[src/rtl/pipelined_adder_pkg.sv]
// Shared constants and stage-bundle layout for the carry-skewed pipelined adder.
// The top module rebuilds the same bundle at its own WIDTH.

package pipelined_adder_pkg;

  localparam int DEF_WIDTH  = 32;
  localparam int DEF_STAGES = 4;

  // One stage register: partial sum grows by one chunk per stage while the
  // not-yet-added operand chunks ride along (b already inverted for subtract).
  typedef struct packed {
    logic                 valid;
    logic [DEF_WIDTH-1:0] psum;
    logic                 carry;
    logic [DEF_WIDTH-1:0] a_rem;
    logic [DEF_WIDTH-1:0] b_rem;
  } stage_bundle_t;

  function automatic int chunk_width(input int width, input int stages);
    return width / stages;
  endfunction

endpackage

[src/rtl/pipelined_adder_if.sv]
// Operand/result handshake bundle of the pipelined adder.
// The adder takes the slave view and the producer/consumer take the master view.

interface pipelined_adder_if
  import pipelined_adder_pkg::*;
#(
  parameter int WIDTH = DEF_WIDTH
);
  logic             in_valid;
  logic             in_ready;
  logic [WIDTH-1:0] a;
  logic [WIDTH-1:0] b;
  logic             sub;
  logic             flush;
  logic             out_valid;
  logic             out_ready;
  logic [WIDTH-1:0] sum;
  logic             c_out;
  logic             overflow;
  logic             zero;

  modport master (
    output in_valid, a, b, sub, flush, out_ready,
    input  in_ready, out_valid, sum, c_out, overflow, zero
  );

  modport slave (
    input  in_valid, a, b, sub, flush, out_ready,
    output in_ready, out_valid, sum, c_out, overflow, zero
  );

endinterface

[src/rtl/pipelined_adder_stage.sv]
// One CHUNK-wide combinational add slice with carry in/out.
// It also exposes the carry into its top bit so the last slice can flag signed overflow.

module adder_stage
  import pipelined_adder_pkg::*;
#(
  parameter int CHUNK = chunk_width(DEF_WIDTH, DEF_STAGES)
) (
  input  logic [CHUNK-1:0] a_i,
  input  logic [CHUNK-1:0] b_i,
  input  logic             c_i,
  output logic [CHUNK-1:0] sum_o,
  output logic             c_o,
  output logic             c_msb_o
);

  always_comb begin
    {c_o, sum_o} = {1'b0, a_i} + {1'b0, b_i} + {{CHUNK{1'b0}}, c_i};
    // Sum bit = a ^ b ^ carry_in, so the carry into the MSB falls out of the XOR.
    c_msb_o      = sum_o[CHUNK-1] ^ a_i[CHUNK-1] ^ b_i[CHUNK-1];
  end

endmodule

[src/rtl/pipelined_adder.sv]
// Pipelined ripple adder/subtractor: stage k adds chunk k with the registered carry of stage k-1.
// A single global stall comes from the output handshake, and flush drops all in-flight work.

module pipelined_adder
  import pipelined_adder_pkg::*;
#(
  parameter int WIDTH  = DEF_WIDTH,
  parameter int STAGES = DEF_STAGES
) (
  input  logic               clk,
  input  logic               rst_n,
  pipelined_adder_if.slave   bus
);

  localparam int CHUNK = chunk_width(WIDTH, STAGES);

  typedef struct packed {
    logic             valid;
    logic [WIDTH-1:0] psum;
    logic             carry;
    logic [WIDTH-1:0] a_rem;
    logic [WIDTH-1:0] b_rem;
  } stage_t;

  stage_t [STAGES-1:0]            stage_q;
  stage_t [STAGES-1:0]            stage_d;
  logic                           overflow_q;
  logic                           overflow_d;
  logic                           zero_q;
  logic                           zero_d;

  logic                           stall;
  logic                           accept;
  logic [WIDTH-1:0]               b_inv;
  logic [STAGES-1:0][CHUNK-1:0]   st_sum;
  logic [STAGES-1:0]              st_cout;
  logic [STAGES-1:0]              st_cmsb;

  assign stall        = stage_q[STAGES-1].valid && !bus.out_ready;
  assign bus.in_ready = !stall && !bus.flush;
  assign accept       = bus.in_valid && bus.in_ready;
  assign b_inv        = bus.b ^ {WIDTH{bus.sub}};

  for (genvar k = 0; k < STAGES; k++) begin : g_stage
    logic [CHUNK-1:0] op_a;
    logic [CHUNK-1:0] op_b;
    logic             c_in;

    if (k == 0) begin : g_first
      assign op_a = bus.a[CHUNK-1:0];
      assign op_b = b_inv[CHUNK-1:0];
      assign c_in = bus.sub;
    end else begin : g_rest
      assign op_a = stage_q[k-1].a_rem[k*CHUNK +: CHUNK];
      assign op_b = stage_q[k-1].b_rem[k*CHUNK +: CHUNK];
      assign c_in = stage_q[k-1].carry;
    end

    adder_stage #(
      .CHUNK (CHUNK)
    ) u_stage (
      .a_i     (op_a),
      .b_i     (op_b),
      .c_i     (c_in),
      .sum_o   (st_sum[k]),
      .c_o     (st_cout[k]),
      .c_msb_o (st_cmsb[k])
    );
  end

  always_comb begin
    stage_d    = stage_q;
    overflow_d = overflow_q;
    zero_d     = zero_q;

    if (!stall) begin
      stage_d[0].valid            = accept;
      stage_d[0].psum             = '0;
      stage_d[0].psum[CHUNK-1:0]  = st_sum[0];
      stage_d[0].carry            = st_cout[0];
      stage_d[0].a_rem            = bus.a;
      stage_d[0].b_rem            = b_inv;

      for (int k = 1; k < STAGES; k++) begin
        stage_d[k].valid                     = stage_q[k-1].valid;
        stage_d[k].psum                      = stage_q[k-1].psum;
        stage_d[k].psum[k*CHUNK +: CHUNK]    = st_sum[k];
        stage_d[k].carry                     = st_cout[k];
        stage_d[k].a_rem                     = stage_q[k-1].a_rem;
        stage_d[k].b_rem                     = stage_q[k-1].b_rem;
      end

      overflow_d = st_cout[STAGES-1] ^ st_cmsb[STAGES-1];
      zero_d     = (stage_d[STAGES-1].psum == '0);
    end

    // Flush wins over stall; data fields may keep stale contents.
    if (bus.flush) begin
      for (int k = 0; k < STAGES; k++) begin
        stage_d[k].valid = 1'b0;
      end
    end
  end

  always_ff @(posedge clk or negedge rst_n) begin
    if (!rst_n) begin
      stage_q    <= '0;
      overflow_q <= 1'b0;
      zero_q     <= 1'b0;
    end else begin
      stage_q    <= stage_d;
      overflow_q <= overflow_d;
      zero_q     <= zero_d;
    end
  end

  assign bus.out_valid = stage_q[STAGES-1].valid;
  assign bus.sum       = stage_q[STAGES-1].psum;
  assign bus.c_out     = stage_q[STAGES-1].carry;
  assign bus.overflow  = overflow_q;
  assign bus.zero      = zero_q;

  // Already-consumed operand chunks and the intermediate MSB-carry taps have no reader.
  logic unused_bits;
  assign unused_bits = ^{stage_q, st_cmsb};

endmodule

[src/flat_wrapper.sv]
// flat-port wrapper written by rule: the top's interface ports become plain ports
module pipelined_adder_flat import pipelined_adder_pkg::*;
#(
  parameter int WIDTH  = DEF_WIDTH,
  parameter int STAGES = DEF_STAGES
)
  (clk, rst_n, bus_in_valid, bus_a, bus_b, bus_sub, bus_flush, bus_out_ready, bus_in_ready, bus_out_valid, bus_sum, bus_c_out, bus_overflow, bus_zero);
  pipelined_adder_if #(.WIDTH(WIDTH)) bus_i ();
  input  logic clk;
  input  logic rst_n;
  input wire logic [$bits(bus_i.in_valid)-1:0] bus_in_valid;
  input wire logic [$bits(bus_i.a)-1:0] bus_a;
  input wire logic [$bits(bus_i.b)-1:0] bus_b;
  input wire logic [$bits(bus_i.sub)-1:0] bus_sub;
  input wire logic [$bits(bus_i.flush)-1:0] bus_flush;
  input wire logic [$bits(bus_i.out_ready)-1:0] bus_out_ready;
  output wire logic [$bits(bus_i.in_ready)-1:0] bus_in_ready;
  output wire logic [$bits(bus_i.out_valid)-1:0] bus_out_valid;
  output wire logic [$bits(bus_i.sum)-1:0] bus_sum;
  output wire logic [$bits(bus_i.c_out)-1:0] bus_c_out;
  output wire logic [$bits(bus_i.overflow)-1:0] bus_overflow;
  output wire logic [$bits(bus_i.zero)-1:0] bus_zero;
  assign bus_i.in_valid = bus_in_valid;
  assign bus_i.a = bus_a;
  assign bus_i.b = bus_b;
  assign bus_i.sub = bus_sub;
  assign bus_i.flush = bus_flush;
  assign bus_i.out_ready = bus_out_ready;
  assign bus_in_ready = bus_i.in_ready;
  assign bus_out_valid = bus_i.out_valid;
  assign bus_sum = bus_i.sum;
  assign bus_c_out = bus_i.c_out;
  assign bus_overflow = bus_i.overflow;
  assign bus_zero = bus_i.zero;
  pipelined_adder #(.WIDTH(WIDTH), .STAGES(STAGES)) u_core (.clk(clk), .rst_n(rst_n), .bus(bus_i));
endmodule
[config.mk]
export PLATFORM = sky130hd
export DESIGN_NAME = pipelined_adder_flat
export DESIGN_NICKNAME = d
export VERILOG_FILES = /design/src/rtl/pipelined_adder_pkg.sv /design/src/rtl/pipelined_adder_if.sv /design/src/rtl/pipelined_adder_stage.sv /design/src/rtl/pipelined_adder.sv /design/src/flat_wrapper.sv
export SDC_FILE = /design/constraint.sdc
export NUM_CORES = 1
export LEC_CHECK = 0
export CORE_MARGIN = 8
export CORE_UTILIZATION = 60
export DETAILED_ROUTE_END_ITERATION = 10
export PLACE_DENSITY = 0.85
export RECOVER_POWER = 50
export SLEW_MARGIN = 20
export SYNTH_ARGS = -nofsm -noshare
export SYNTH_HDL_FRONTEND = slang
export SYNTH_SLANG_ARGS = --single-unit
[constraint.sdc]
create_clock -name clk -period 7.2 [get_ports clk]
set_input_delay 1.44 -clock clk [delete_from_list [all_inputs] [get_ports clk]]
set_output_delay 1.44 -clock clk [all_outputs]
set_load 0.005 [all_outputs]
==> flow_summary.ini, run 1 <==
[outcome]
status = finished, violations left
violations = capacitance limit, slew limit

[final_layout]
final_core_util = 0.7227
nNetsFinal = 1113
regArea_mm2 = 0.004654
multi_input_area_mm2 = 0.003467
fill_cells = 1035
antenna_cells_inserted = 0
drive_gt1_frac = 0.04407
syn_to_final_growth_pct = 17.11

[clock_tree]
cts_inserted_buffers = 17
post_cts_resized = 0
clockBufferDepth = 2
cts.sinks = 186
cts-hold-fix-buffers = 0
clock_latency_ps = 420
clk_root_buffer_cell = clkbuf_16
cts_max_level = 4
postCtsSetupBuffers = 0
clk_pin_slew_ps = 60
tritoncts = done

[setup_path]
worstSetupPathType = input pin to primary output
cp-end-kind = primary output
cp_slowest_stage_delay_ps = 700
cp.arrival_ps = 3400
cp-start-kind = input pin
required_ps = 5760
critical-path-top-delay-family = buffers and inverters
reg2regPathDepth = 5
crit_cells = 5
crit_chain = dlygate4sd3_1 > nor2b_4 > buf_4 > nor2_1 > clkdlybuf4s50_1
crit_slowest_cell = buf_4
crit_fanout = 98
critPathBufInv = 3

[yosys]
synth.area.top_cells = dfrtp_1, nand2_1, xnor2_1
synth_area_per_cell_um2 = 9.005
async_flop_share = 1.000
synth_commonest_cells = nand2_1, dfrtp_1, xnor2_1
ys.flop_type = dfrtp_1
synth_seq_area_share = 0.5412
synth.most_common_cell = nand2_1
synth_area_mm2 = 0.008599
yosys.area.top_type = dfrtp_1
synth_top_cell_area_share = 0.5412
syn-num-nets = 1060
ys_ff_latch = 186
synth_edf_count = 0
synth_cells = 955
yosysWarnings = 0
synth_cell_types = 36

[global_routing]
antenna_found_initial = 0
grt_pass1_vias = 6016
grt_max_degree = 115
grt_pass1_wl_um = 28390
grt-ovfl-total = 0
track_usage = 0.1914

[die]
rows = 43
die_h_um = 135.7
die_w_um = 135.7
core_area_mm2 = 0.01393
start_util = 0.6171
pin_count = 107
die_area_mm2 = 0.01842

[place]
gp_congestion = 0.8130
hpwl_um = 10960
port_buffers = 106

[detailed_routing]
ant_nets = 0
routed-via-count = 6199
finalWirelength_um = 16780
route.detailed.drc = 0
vias_per_cell = 5.162
dr.first_iter.drc_count = 427
first_pass_iters = 5
routedWlPerCell_um = 13.97

[timing]
finalHoldViolations = 0
clock_skew_ps = 8.068
fin_crit_ps = 4839
slew_viol_final = 56
fmax_ghz = 0.2067
rsz0062_at_grt = no
fin_crit_sh = 0.6720
setup-tns-final_ps = 0
worst_pin_slew_ps = 1986
setup_viol_count_final = 0
relSlewSlack = -0.3241

[power_and_ir_drop]
power_leakage_uw = 0.004789
ir_drop_v = 0.0001733
power_density_mw_per_mm2 = 280.8

[hold_path]
hold_path.class = flip-flop to flip-flop
worstHoldPathCells = 2

[flow_run]
maxCapViolCount = 1
## per-stage QoR
step	setup slack (ps)	std cells	hold slack [ps]	instance area (µm²)	total power, µW
5_1_grt	2198	1201	482.6	10070	2985
2_1_floorplan	3395	955	437.5	8600	1790
3_5_place_dp	2438	1168	451.3	9519	2017
6_report	2361	1201	462.5	10070	2828
3_3_place_gp	2460	1168	445.8	9519	1988
4_1_cts	2437	1200	469.6	10060	2883
## sequential cells by signal (all words and copies together), names as in the netlist
register	cells
u_core.stage_q	99
u_core.bus.sum	32
u_core.g_stage.op_a	24
u_core.g_stage.op_b	24
u_core.g_stage.c_in	3
u_core.bus.c_out	1
u_core.bus.out_valid	1
u_core.bus.overflow	1
u_core.bus.zero	1
## cells by family (layout without fill, tap and decap cells)
family                   after synthesis  in the layout  share of synthesized area
AND/OR/NAND/NOR                      475            475                     0.2145
flip-flops                           186            186                     0.5412
AO/OA/AOI/OAI                        106            106                    0.07348
buffers and inverters                 97            163                    0.05645
XOR/XNOR                              55             55                    0.05602
adder cells (fa/ha/maj)               35             35                    0.05703
multiplexers                           1              1                   0.001309
## tightest hold or removal path, delay by kind of cell (launching register included)
family / cells / cell delay (ps)
AND/OR/NAND/NOR: 2 / 90
flip-flops: 1 / 340
## cell usage in the layout, fill, tap and decap left out, drive strengths merged, types with 7 or more instances in the layout
master / synthesis / routed
nand2: 417 / 417
dfrtp: 186 / 186
clkdlybuf4s50: 0 / 70
o21ai: 46 / 46
xnor2: 44 / 44
dlygate4sd3: 0 / 34
nor2: 31 / 31
a21oi: 31 / 31
ha: 28 / 28
clkbuf: 39 / 21
inv: 20 / 20
xor2: 11 / 11
o21bai: 10 / 10
fa: 7 / 7
clkinv: 0 / 7
## per-layer routing
metal  global-route usage  wire length [µm]  vias to the layer above
li1                     -                 -                     3101
met1               0.2592              7845                     2937
met2               0.2962              7899                      137
met3              0.04377               730                       24
met4              0.06848               300                        0
met5                    0                 0                        -
## where the power goes
part / switching [µW] / internal (µW) / leakage, µW
Combinational: 284 / 306 / 0.00235
Clock: 381 / 474 / 0.000256
Sequential: 131 / 1250 / 0.00218
## cell type report
cell class | count | share of cell area
Clock inverter | 12 | 0.01019
Clock buffer | 20 | 0.04336
Multi-Input combinational cell | 672 | 0.3443
Timing Repair Buffer | 111 | 0.1102
Tap cell | 180 | 0.02236
Inverter | 20 | 0.007454
Sequential cell | 186 | 0.4622
## path summary, 6_finish.rpt
kind,to,slack [ps],from
setup / recovery,bus_in_ready,2360,bus_out_ready
max in group asynchronous,u_core.bus.sum[5],4670,rst_n
hold reg to reg,u_core.bus.sum[22],460,u_core.bus.sum[22]
hold / removal,u_core.bus.sum[22],460,u_core.bus.sum[22]
setup reg to reg,u_core.bus.sum[24],4250,u_core.bus.out_valid
min in group asynchronous,u_core.g_stage[1].op_a[2],1110,rst_n
Note: power is estimated with default switching activity, not from simulation.
==> inputs of run 2 (changes only) <==
CORE_UTILIZATION = 50   (was 60)
PLACE_DENSITY = 0.76   (was 0.85)
clock period = 3.9 ns   (was 7.2 ns; I/O delays follow)
==> run 2 against run 1 <==
The run still ends with capacitance limit, slew limit left. Hold slack improved by 2.3 ps. First-iteration DRC count decreased by 1.4%. Combinational power up 90%. Clock-buffer cell count grew 4. Via count down 3.7%. Cell count up 3.9%. Utilization down 13 points. Sequential share of layout area fell by 0.44 points. Clock skew about the same. Largest cell class unchanged.
==> flow_summary.ini, run 2 (synthesized netlist as in run 1, its figures left out) <==
[outcome]
status = finished, violations left
violations = capacitance limit, slew limit

[final_layout]
multi_input_area_mm2 = 0.003470
most-common-layout-cells = nand2_1, dfrtp_1, clkdlybuf4s50_1
antenna_cells_inserted = 0
fill_cells = 1540
finalNonFillerCells = 1248
largest_register = u_core.stage_q
regArea_mm2 = 0.004654
largest_reg_flops = 99
drive_gt1_frac = 0.04790
syn_to_final_growth_pct = 18.25
mostFrequentLayoutCell = nand2_1
nNetsFinal = 1115

[detailed_routing]
vias_per_cell = 4.784
routed-via-count = 5970
first_pass_iters = 4
dr.first_iter.drc_count = 421
finalWirelength_um = 16550
routedWlPerCell_um = 13.26
route.detailed.drc = 0
ant_nets = 0

[place]
dp.cells = 1216
port_buffers = 106
dp_slack_ps = 563.1
gp_congestion = 0.7998
hpwl_um = 11430

[timing]
fin_crit_sh = 0.7390
finalHoldViolations = 0
setup_viol_count_final = 0
clock_skew_ps = 8.428
holdWs_ps = 464.8
fin_crit_ps = 2882
finalWorstSetupSlack_ps = 1018
relSlewSlack = -0.2267
setup-tns-final_ps = 0
worst_pin_slew_ps = 1840
slew_viol_final = 78
rsz0062_at_grt = no
fmax_ghz = 0.3470

[die]
pin_count = 107
start_util = 0.5042
die_h_um = 147.1
rows = 48
die_area_mm2 = 0.02165
die_w_um = 147.1
core_area_mm2 = 0.01706

[power_and_ir_drop]
ir_drop_v = 0.0003295
power_leakage_uw = 0.004801
power_density_mw_per_mm2 = 520.6

[clock_tree]
clk_pin_slew_ps = 70
tritoncts = done
post_cts_resized = 0
clk_root_buffer_cell = clkbuf_16
clockBufferDepth = 2
cts-hold-fix-buffers = 0
cts.sinks = 186
cts_inserted_buffers = 17
cts_max_level = 4
clock_latency_ps = 420
postCtsSetupBuffers = 0

[hold_path]
hold_path.class = flip-flop to flip-flop

[global_routing]
grt-ovfl-total = 0
grt_max_degree = 206
antenna_found_initial = 0
track_usage = 0.1599
grt_pass1_wl_um = 28350
grt_pass1_vias = 5869

[setup_path]
ff2ff_setup_slack_ps = 1370
cp-start-kind = input pin
cp-end-kind = flip-flop
crit_fanout = 2
worstSetupPathType = input pin to flip-flop
cp.arrival_ps = 3160
required_ps = 4180

[flow_run]
maxCapViolCount = 1
==> run 2: cell count changes in the layout (fill, tap and decap cells not counted), moves of 2 or more <==
cell,before,now
dlygate4sd3_1,34,1
clkinv_2,5,2
clkbuf_2,0,2
clkdlybuf4s50_1,70,103
clkbuf_8,1,5
clkinvlp_4,4,2
==> run 2: where the power goes <==
part | total, µW | internal, µW | switching, µW
logic | 1120 | 610 | 514
clock network | 1610 | 904 | 706
registers | 2560 | 2310 | 248
total | 5290 | 3830 | 1470
==> run 2: metal layers <==
metal / vias to the layer above / global-route usage / wire, µm / part of all wire
li1: 3101 / - / - / -
met1: 2763 / 0.2191 / 8191 / 0.49
met2: 90 / 0.2447 / 7528 / 0.45
met3: 16 / 0.04060 / 637 / 0.038
met4: 0 / 0.04895 / 197 / 0.012
met5: - / 0 / 0 / 0
==> run 2: layout make-up <==
class                      count  area share
timing repair buffer         113      0.1107
clock buffer                  24     0.04934
sequential                   186      0.4577
clock inverter                 8    0.005906
tap                          225     0.02769
multi-input combinational    672      0.3412
inverter                      20    0.007383
==> run 2: per-stage QoR <==
stage	area, µm²	util	total power, µW
global placement	9635	0.5649	3693
CTS	10200	0.5979	5359
finish	10170	0.5962	5294
global route	10170	0.5962	5628
detailed placement	9635	0.5649	3744
floorplan	8600	-	3305
==> run 2: final timing paths <==
path | from | to | cells past startpoint
worst min-delay path | u_core.stage_q[66] | u_core.stage_q[66] | 2
max in group asynchronous | rst_n | u_core.bus.sum[27] | 2
worst max-delay path | bus_b[0] | u_core.g_stage[1].c_in | 10
worst min register to register | u_core.stage_q[66] | u_core.stage_q[66] | 2
worst max register to register | u_core.g_stage[3].c_in | u_core.bus.overflow | 8
min in group asynchronous | rst_n | u_core.g_stage[1].op_a[2] | 1
==> run 2: critical path, stage by stage <==
cell	delay [ps]
clkdlybuf4s50_1	520
mux2_2	380
fa_1	400
a21o_1	170
a21oi_1	220
o21bai_1	90
a21oi_1	220
o21bai_1	80
a211oi_1	230
a21oi_1	60
==> inputs of run 3 (changes only) <==
clock period = 2.5 ns   (was 3.9 ns; I/O delays follow)
==> run 3 against run 2 <==
Cell count increased by 1.1%. First-iteration DRC count shrank 6.2%. The run now ends clean. Setup slack got worse by 920 ps. Highest routed layer unchanged. Critical path type unchanged.
==> flow_summary.ini, run 3 (synthesized netlist as in run 1, its figures left out) <==
[detailed_routing]
route.detailed.drc = 0
finalWirelength_um = 17340
routed-via-count = 6210
first_pass_iters = 4
dr.first_iter.drc_count = 395
routedWlPerCell_um = 13.74
vias_per_cell = 4.921
ant_nets = 0

[final_layout]
syn_to_final_growth_pct = 20.88
largest_register = u_core.stage_q
antenna_cells_inserted = 0
largest_reg_flops = 99
final_core_util = 0.6094
nNetsFinal = 1129
mostFrequentLayoutCell = nand2_1
most-common-layout-cells = nand2_1, dfrtp_1, clkdlybuf4s50_1
fill_cells = 1480
drive_gt1_frac = 0.07232

[global_routing]
track_usage = 0.1673
grt_pass1_wl_um = 29810
antenna_found_initial = 0
grt-ovfl-total = 0
grt_max_degree = 82
grt_pass1_vias = 6185

[place]
hpwl_um = 12170
dp_slack_ps = -338.4
gp_congestion = 0.8060
port_buffers = 106

[timing]
holdWs_ps = 367.3
fin_crit_sh = 0.9602
clock_skew_ps = 7.738
worst_pin_slew_ps = 1327
finalHoldViolations = 0
slew_viol_final = 0
setup_viol_count_final = 0
fmax_ghz = 0.4166
fin_crit_ps = 2401
relSlewSlack = 0.1154
finalWorstSetupSlack_ps = 99.40

[clock_tree]
cts_max_level = 4
cts.sinks = 186
clockBufferDepth = 2
clk_root_buffer_cell = clkbuf_16
cts-hold-fix-buffers = 0
tritoncts = done
cts_inserted_buffers = 17
clk_pin_slew_ps = 70
clock_latency_ps = 420

[die]
die_area_mm2 = 0.02165
rows = 48
start_util = 0.5042
core_area_mm2 = 0.01706
die_w_um = 147.1
die_h_um = 147.1
pin_count = 107

[outcome]
status = finished, final reports clean

[setup_path]
cp-end-kind = flip-flop
critPathBufInv = 1
crit_slowest_cell = clkdlybuf4s50_1
crit_fanout = 2
cp_slowest_stage_delay_ps = 490
worstSetupPathType = input pin to flip-flop
cp-start-kind = input pin
critical-path-top-delay-family = compound AO/OA/AOI/OAI gates
cp.arrival_ps = 2700
crit_chain = clkdlybuf4s50_1 > mux2_2 > fa_1 > a21o_1 > a21oi_2 > o21bai_1 > a21oi_2 > o21bai_1 > a211oi_1 > a21oi_1
required_ps = 2800

[power_and_ir_drop]
power_density_mw_per_mm2 = 825.1
ir_drop_v = 0.0004805
totalPowerFinal_uw = 8577
power_leakage_uw = 0.004916

[flow_run]
maxCapViolCount = 0

[hold_path]
hold_path.class = input pin to asynchronous set/reset pin
==> run 3: cell types whose count changed in the layout (fill, tap and decap cells not counted), moves of 2 or more <==
cell	previous run	this run
bufinv_16	0	2
buf_4	3	13
fa_2	0	2
buf_12	2	4
clkbuf_1	2	0
a21oi_1	30	24
fa_1	7	5
a21oi_2	1	7
==> run 3: what timing repair did <==
| item | in CTS | in global routing |
|---|---|---|
| pin swaps | 1 | 3 |
| resized for setup | 3 | 6 |
| endpoints found under the hold margin | 0 | 0 |
| buffers inserted | 1 | 1 |
| endpoints found under the setup margin | 1 | 3 |
==> run 3: report_power, final <==
group / internal, µW / switching [µW] / total [µW]
Combinational: 996 / 832 / 1830
Sequential: 3610 / 395 / 4000
Clock: 1600 / 1150 / 2750
==> run 3: path summary, 6_finish.rpt <==
path / start / end / slack [ps] / cells past startpoint
min: rst_n / u_core.g_stage[1].op_b[3] / 370 / 1
min reg2reg: u_core.bus.sum[19] / u_core.bus.sum[19] / 460 / 2
min in group clk: u_core.bus.sum[19] / u_core.bus.sum[19] / 460 / 2
max: bus_b[0] / u_core.g_stage[1].c_in / 100 / 10
max reg2reg: u_core.g_stage[1].c_in / u_core.g_stage[2].c_in / 160 / 11
max in group asynchronous: rst_n / u_core.bus.sum[19] / 640 / 2
==> run 3: layout make-up <==
cell class | count | area (µm²) | area share
tap | 225 | 281.5 | 0.02708
sequential | 186 | 4654 | 0.4478
clock buffer | 21 | 480.5 | 0.04622
timing repair buffer | 127 | 1254 | 0.1206
clock inverter | 11 | 135.1 | 0.01300
multi-input combinational | 672 | 3515 | 0.3381
inverter | 20 | 75.07 | 0.007222
==> run 3: metrics by stage <==
| stage | std cells | TNS [ps] | area (µm²) |
|---|---|---|---|
| finish | 1262 | 0 | 10400 |
| global route | 1262 | -18.76 | 10400 |
| CTS | 1261 | 0 | 10410 |
| detailed placement | 1228 | -700.2 | 9783 |
| global placement | 1228 | -464.8 | 9783 |
| floorplan | 955 | 0 | 8611 |
==> run 3: metal layers <==
| metal | part of all wire | track usage |
|---|---|---|
| met5 | 0 | 0 |
| met4 | 0.012 | 0.04997 |
| met3 | 0.035 | 0.03814 |
| met2 | 0.47 | 0.2633 |
| met1 | 0.49 | 0.2265 |
